==> config.mk <==
export PLATFORM = sky130hd
export DESIGN_NAME = chan_err_injector
export DESIGN_NICKNAME = d
export VERILOG_FILES = /design/src/rtl/chan_err_pkg.sv /design/src/rtl/err_lfsr.sv /design/src/rtl/chan_err_injector.sv
export SDC_FILE = /design/constraint.sdc
export NUM_CORES = 1
export LEC_CHECK = 0
export BUFFER_PORTS_ARGS = -buffer_cell sky130_fd_sc_hd__buf_4
export CORE_ASPECT_RATIO = 1.5
export CORE_MARGIN = 2
export CORE_UTILIZATION = 55
export DETAILED_ROUTE_END_ITERATION = 7
export PLACE_DENSITY = 0.8
export SLEW_MARGIN = 0
export SYNTH_ARGS = -nofsm -noshare
export SYNTH_HDL_FRONTEND = slang
export SYNTH_SLANG_ARGS = --single-unit
export TNS_END_PERCENT = 30
==> constraint.sdc <==
create_clock -name clk -period 2.6 [get_ports clk]
set_input_delay 0.13 -clock clk [delete_from_list [all_inputs] [get_ports clk]]
set_output_delay 0.13 -clock clk [all_outputs]
set_load 0.005 [all_outputs]
==> src/rtl/chan_err_pkg.sv <==
// Shared types and constants for the channel error injector.
package chan_err_pkg;

  localparam int unsigned LFSR_W = 16;
  localparam logic [LFSR_W-1:0] LFSR_POLY = 16'hB400;

  typedef enum logic [1:0] {
    ERR_OFF      = 2'd0,
    ERR_RANDOM   = 2'd1,
    ERR_BURST    = 2'd2,
    ERR_PERIODIC = 2'd3
  } err_mode_e;

  typedef enum logic {
    ST_IDLE  = 1'b0,
    ST_BURST = 1'b1
  } err_state_e;

  // Low-bit mask of width rate; rates of 16 and above select all LFSR bits.
  function automatic logic [LFSR_W-1:0] rate_mask(input logic [4:0] rate);
    return (LFSR_W'(1) << rate) - LFSR_W'(1);
  endfunction

endpackage

==> src/rtl/err_lfsr.sv <==
// Enable-gated 16-bit Galois LFSR with a reset seed.
module err_lfsr
  import chan_err_pkg::*;
#(
  parameter logic [LFSR_W-1:0] SEED = 16'hACE1
) (
  input  logic              clk,
  input  logic              rst,
  input  logic              en,
  output logic [LFSR_W-1:0] value
);

  always_ff @(posedge clk or negedge rst) begin
    if (!rst) begin
      value <= SEED;
    end else if (en) begin
      value <= (value >> 1) ^ (value[0] ? LFSR_POLY : '0);
    end
  end

endmodule

==> src/rtl/chan_err_injector.sv <==
// Channel impairment: flips masked bits of valid symbols in off/random/burst/periodic modes.
// Statistics counters are built only when CHAN_ERR_INJ_STATS_EN is defined.
module chan_err_injector
  import chan_err_pkg::*;
#(
  parameter int unsigned       W         = 2,
  parameter int unsigned       MAX_BURST = 8,
  parameter int unsigned       CNT_W     = 16,
  parameter logic [LFSR_W-1:0] SEED      = 16'hACE1,
  localparam int unsigned      BL_W      = $clog2(MAX_BURST + 1)
) (
  input  logic             clk,
  input  logic             rst,
  input  logic [1:0]       cfg_mode,
  input  logic [4:0]       cfg_rate,
  input  logic [BL_W-1:0]  cfg_burst_len,
  input  logic [CNT_W-1:0] cfg_period,
  input  logic [W-1:0]     cfg_bit_mask,
  input  logic             valid_i,
  input  logic [W-1:0]     sym_i,
  output logic             valid_o,
  output logic [W-1:0]     sym_o,
  output logic [W-1:0]     clean_o,
  output logic [W-1:0]     err_o,
  output logic             burst_active_o,
  output logic [CNT_W-1:0] sym_ct_o,
  output logic [CNT_W-1:0] err_bit_ct_o
);

  err_mode_e          mode_c;
  err_mode_e          mode_q;
  err_state_e         state_q;
  err_state_e         state_d;
  logic [BL_W-1:0]    rem_q;
  logic [BL_W-1:0]    rem_d;
  logic [CNT_W-1:0]   pcnt_q;
  logic [CNT_W-1:0]   pcnt_d;
  logic [LFSR_W-1:0]  lfsr;
  logic [LFSR_W-1:0]  rmask;
  logic [BL_W-1:0]    len_c;
  logic [BL_W-1:0]    eff_len;
  logic               trig;
  logic               per_hit;
  logic               corrupt;
  logic [W-1:0]       err_c;

  err_lfsr #(.SEED(SEED)) u_lfsr (
    .clk   (clk),
    .rst   (rst),
    .en    (valid_i),
    .value (lfsr)
  );

  // Trigger, burst length and period counter next value.
  always_comb begin
    mode_c  = err_mode_e'(cfg_mode);
    rmask   = rate_mask(cfg_rate);
    len_c   = cfg_burst_len;
    trig    = 1'b0;
    pcnt_d  = pcnt_q;
    per_hit = (cfg_period != '0) && (pcnt_q == cfg_period - CNT_W'(1));
    if (cfg_burst_len == '0) begin
      len_c = BL_W'(1);
    end else if (cfg_burst_len > BL_W'(MAX_BURST)) begin
      len_c = BL_W'(MAX_BURST);
    end
    eff_len = (mode_c == ERR_RANDOM) ? BL_W'(1) : len_c;
    case (mode_c)
      ERR_RANDOM, ERR_BURST: trig = ((lfsr & rmask) == rmask);
      ERR_PERIODIC:          trig = per_hit;
      default:               trig = 1'b0;
    endcase
    if (mode_c != ERR_PERIODIC) begin
      pcnt_d = '0;
    end else if (valid_i) begin
      // A shrunken period wraps the counter instead of letting it run away.
      if (cfg_period == '0 || pcnt_q >= cfg_period - CNT_W'(1)) pcnt_d = '0;
      else pcnt_d = pcnt_q + CNT_W'(1);
    end
  end

  // Burst FSM next state; a mode change aborts a burst and the symbol follows the new mode.
  always_comb begin
    state_d = state_q;
    rem_d   = rem_q;
    corrupt = 1'b0;
    if (state_q == ST_BURST && (mode_c != mode_q || mode_c == ERR_OFF)) begin
      state_d = ST_IDLE;
      rem_d   = '0;
      corrupt = valid_i && trig;
    end else if (state_q == ST_BURST) begin
      if (valid_i) begin
        corrupt = 1'b1;
        if (rem_q <= BL_W'(1)) begin
          state_d = ST_IDLE;
          rem_d   = '0;
        end else begin
          rem_d = rem_q - BL_W'(1);
        end
      end
    end else if (valid_i && trig) begin
      corrupt = 1'b1;
      if (eff_len > BL_W'(1)) begin
        state_d = ST_BURST;
        rem_d   = eff_len - BL_W'(1);
      end
    end
    err_c = corrupt ? cfg_bit_mask : '0;
  end

  always_ff @(posedge clk or negedge rst) begin
    if (!rst) begin
      state_q        <= ST_IDLE;
      mode_q         <= ERR_OFF;
      rem_q          <= '0;
      pcnt_q         <= '0;
      valid_o        <= 1'b0;
      sym_o          <= '0;
      clean_o        <= '0;
      err_o          <= '0;
      burst_active_o <= 1'b0;
    end else begin
      state_q        <= state_d;
      mode_q         <= mode_c;
      rem_q          <= rem_d;
      pcnt_q         <= pcnt_d;
      valid_o        <= valid_i;
      sym_o          <= sym_i ^ err_c;
      clean_o        <= sym_i;
      err_o          <= err_c;
      burst_active_o <= (state_d == ST_BURST);
    end
  end

`ifdef CHAN_ERR_INJ_STATS_EN
  localparam int unsigned PW  = $clog2(W + 1);
  localparam int unsigned CW1 = CNT_W + 1;

  logic [PW-1:0]  pop;
  logic [CNT_W:0] err_sum;

  always_comb begin
    pop = '0;
    for (int i = 0; i < W; i++) pop = pop + PW'(err_c[i]);
    err_sum = {1'b0, err_bit_ct_o} + CW1'(pop);
  end

  // Saturating statistics.
  always_ff @(posedge clk or negedge rst) begin
    if (!rst) begin
      sym_ct_o     <= '0;
      err_bit_ct_o <= '0;
    end else if (valid_i) begin
      if (!(&sym_ct_o)) sym_ct_o <= sym_ct_o + CNT_W'(1);
      err_bit_ct_o <= err_sum[CNT_W] ? '1 : err_sum[CNT_W-1:0];
    end
  end
`else
  assign sym_ct_o     = '0;
  assign err_bit_ct_o = '0;
`endif

endmodule

==> results.md <==
* Crit path depth at 15
* CTS max path bufs at 2
* Worst Hold Class: input port to flip-flop
* Bufs and invs on worst path at 2
* Vias per inst at 5.53
* Yosys warns at 0
* Clk_lat worst skew at 0.31 ns
* RSZ-0062 raised after global routing: yes
* Tot GR Track Use at 0.220
* GRT met3 Usage at 0.0196
* Crit path DAT at 2.75 ns
* EDFF count, synth at 0
* Area Overhead vs Synth at 20.2%
* Sequential share of the synthesized area at 0.323
* Crit path cell chain: buf_6 > nor3_4 > buf_4 > and4b_2 > nand2_2 > nor3_2 > xnor2_1 > ha_1 > nand2_1 > or2_4 > nor4_2 > and2_4 > a22oi_2 > o21ai_4 > mux2_4
* Vias in the first global route at 2907
* Area of the die at 7200 sq um
* Final hold violations at 0
* H-tree depth at 2
* Cell Area, Synth at 3590 sq um
* Cell count after placement at 526
* Slowest cell delay on critical path at 0.32 ns
* Ant diodes at 0
* TritonRoute pass-1 iters at 4
* Setup violations, final at 0
* Crit end category: flip-flop
* Root Driver: clkbuf_8
* Slew margin rel. at 0.612
* Min cycle time layout at 2.55 ns
* Wire length per cell at 14.4 um
* Library cells used by synthesis at 63
* Fillers at 505
* TritonCTS Buffers at 5
* Hold Crit Depth at 1
* Final nets at 527
* Initial DRC Count at 106
* Drt drc at 0
* P_leak at 0.00207 uW
* CTS tree: yes
* Top delay family on crit path: simple AND/OR/NAND/NOR gates
* Area after DPL at 4070 sq um
* Die X at 70.0 um
* Crit-path max FO at 4
* Post-synth top flop: dfrtp_1
* Clk slew on worst S/H paths at 0.09 ns
* Worst Clk Skew at 0.00678 ns
* Worst-Margin Slew at 0.583 ns
* CP max-delay cell: mux2_4
* Share of layout cells above drive strength 1 at 0.284
* Flops & latches, synth at 46
* Gr ovfl total at 0
* Crit start category: input port
* First-pass GRT wire length at 12700 um
* Core area at 6400 sq um
* Largest net degree at the start of global routing at 47
* Status: finished clean
* Number of buffer cells added on primary ports at 41
* Initial antenna violation count at 0
* Max VDD drop at 0.000223 V
* Met2 Use GR at 0.463
* Dpl ws at -0.341 ns
* Final Max Slew Viols at 0
* F_max at 0.392 GHz
* Period utilisation layout at 0.981
* Clock sink total at 46
* Final GP Congestion at 0.860
* Critical Path RT at 2.80 ns
* Avg Inst Size Synth at 9.07 sq um
* R2R cell count at 10
* Row count at 36
* M1 GR Usage at 0.212
* I/O pins at 74
* Asr flop ratio synth at 1.00
* Max capacitance violation total at 0
* Post-Synthesis Cells at 396
* Design area at 4320 sq um
* Via count at 3006
* Setup CP Type: input port to flip-flop
* Final worst slack at 0.0487 ns
* Synth top area cells: dfrtp_1, ha_1, buf_4
* Die height at 103 um
* Share of Yosys cell area claimed by the top area cell type at 0.265
* Non-Filler Instances at 544
* Detail Route Antenna Nets at 0
* Pwr/cell area at 482 nW/um^2
* Synth area leader: dfrtp_1
* Post-DP HPWL at 6080 um
* Final wirelength at 7850 um
* Layer carrying the most global-route usage: met2
* Initial Util at 0.561
-- kinds of logic (layout without fill, tap and decap cells) --
logic type	after synthesis	count (layout)	share of synthesized area
flops	46	46	0.323
other cells	1	32	0.00104
xor+xnor	23	23	0.0561
fa+ha+maj	26	26	0.0906
simple gates	143	143	0.217
buf+inv	60	101	0.103
compound gates	81	81	0.159
mux	16	16	0.0498
-- path summary, 6_finish.rpt --
check	slack [ns]	end	startpoint
min reg2reg	0.51	u_lfsr.value[10]	u_lfsr.value[10]
max reg2reg	0.17	pcnt_q[8]	pcnt_q[0]
min	0.11	valid_o	valid_i
max in group asynchronous	1.85	clean_o[1]	rst
max	0.05	rem_q[3]	cfg_period[4]
min in group asynchronous	0.37	u_lfsr.value[14]	rst
-- synth_stat cells (all sizes together) (2+ instances only) --
| cell | n |
|---|---|
| a31o | 3 |
| ha | 26 |
| a31oi | 3 |
| and2 | 4 |
| a21oi | 11 |
| mux2 | 15 |
| dfrtp | 38 |
| o21ai | 23 |
| xor2 | 11 |
| nand4 | 2 |
| and3b | 2 |
| nand3 | 16 |
| buf | 42 |
| a41o | 2 |
| nand2 | 25 |
| xnor2 | 12 |
| nor2b | 5 |
| a221oi | 2 |
| nand2b | 9 |
| and3 | 9 |
| nor4 | 8 |
| nand3b | 3 |
| nor3b | 7 |
| inv | 14 |
| nand4b | 3 |
| nor2 | 26 |
| dfstp | 8 |
| o22ai | 4 |
| o21a | 2 |
| o31a | 2 |
| nor3 | 21 |
| a21o | 15 |
| clkbuf | 4 |
-- registers in the layout, summed over array words and instances, names as in the netlist --
signal        count
pcnt_q           16
valid_o           1
rem_q             4
sym_o             2
err_o             2
clean_o           2
u_lfsr.value     16
state_q           1
mode_q            2
-- timing repair --
action / 4_1_cts / 5_1_grt
endpoints found under the hold margin: 44 / 0
pin swaps: 0 / 6
gates resized for setup: 0 / 14
buffers inserted: 1 / 4
hold buffers: 5 / 0
gates cloned: 0 / 0
setup endpoints to repair: 3 / 19
-- worst reg2reg max path, cell delays in order, from the launching register on --
cell and delay (ns):
dfrtp_1 0.42, inv_1 0.08, ha_1 0.29, nand2b_1 0.17, a221oi_2 0.27, nor3b_1 0.08
o31ai_1 0.27, nand4_1 0.19, buf_12 0.21, nor4_1 0.28, a21o_1 0.12
-- through the flow --
step / setup TNS, ns / hold WS (ns) / power (uW) / utilization
floorplan: -0.0201 / -0.166 / 1430 / -
global placement: -2.18 / 0.163 / 1590 / 0.637
detailed placement: -4.05 / 0.170 / 1610 / 0.637
CTS: 0 / 0.0973 / 2090 / 0.660
global route: -0.916 / 0.101 / 2210 / 0.675
finish: 0 / 0.105 / 2080 / 0.675
-- cells in the final DEF (no fill, tap or decap), types with 9 or more instances in the layout --
| master | count |
|---|---|
| conb_1 | 32 |
| nor3_1 | 16 |
| nor2_1 | 25 |
| xor2_1 | 11 |
| a21oi_1 | 11 |
| o21ai_0 | 21 |
| mux2_2 | 12 |
| a21o_1 | 15 |
| nand2_1 | 24 |
| nand2b_1 | 9 |
| ha_1 | 25 |
| xnor2_1 | 12 |
| inv_1 | 12 |
| dfrtp_1 | 38 |
| nand3_1 | 15 |
| buf_4 | 70 |
-- report_power, final --
part,internal (uW),switching (uW),leakage [uW]
Sequential,890,137,0.000573
Combinational,316,268,0.00145
Clock,214,258,0.0000472
-- per-layer routing --
| layer | vias to the layer above | share of wire |
|---|---|---|
| li1 | 1494 | - |
| met1 | 1425 | 0.36 |
| met2 | 71 | 0.59 |
| met3 | 16 | 0.027 |
| met4 | 0 | 0.026 |
| met5 | - | 0 |
-- cell type report --
| type | count | area [sq um] | share of cell area |
|---|---|---|---|
| well taps | 76 | 95.1 | 0.0220 |
| clock buffers | 6 | 82.6 | 0.0191 |
| flip-flops and latches | 46 | 1160 | 0.269 |
| inverters | 14 | 52.6 | 0.0122 |
| repair buffers | 79 | 629 | 0.146 |
| clock inverters | 2 | 12.5 | 0.00290 |
| multi-input cells | 321 | 2280 | 0.529 |
(Power assumes the default switching activity.)
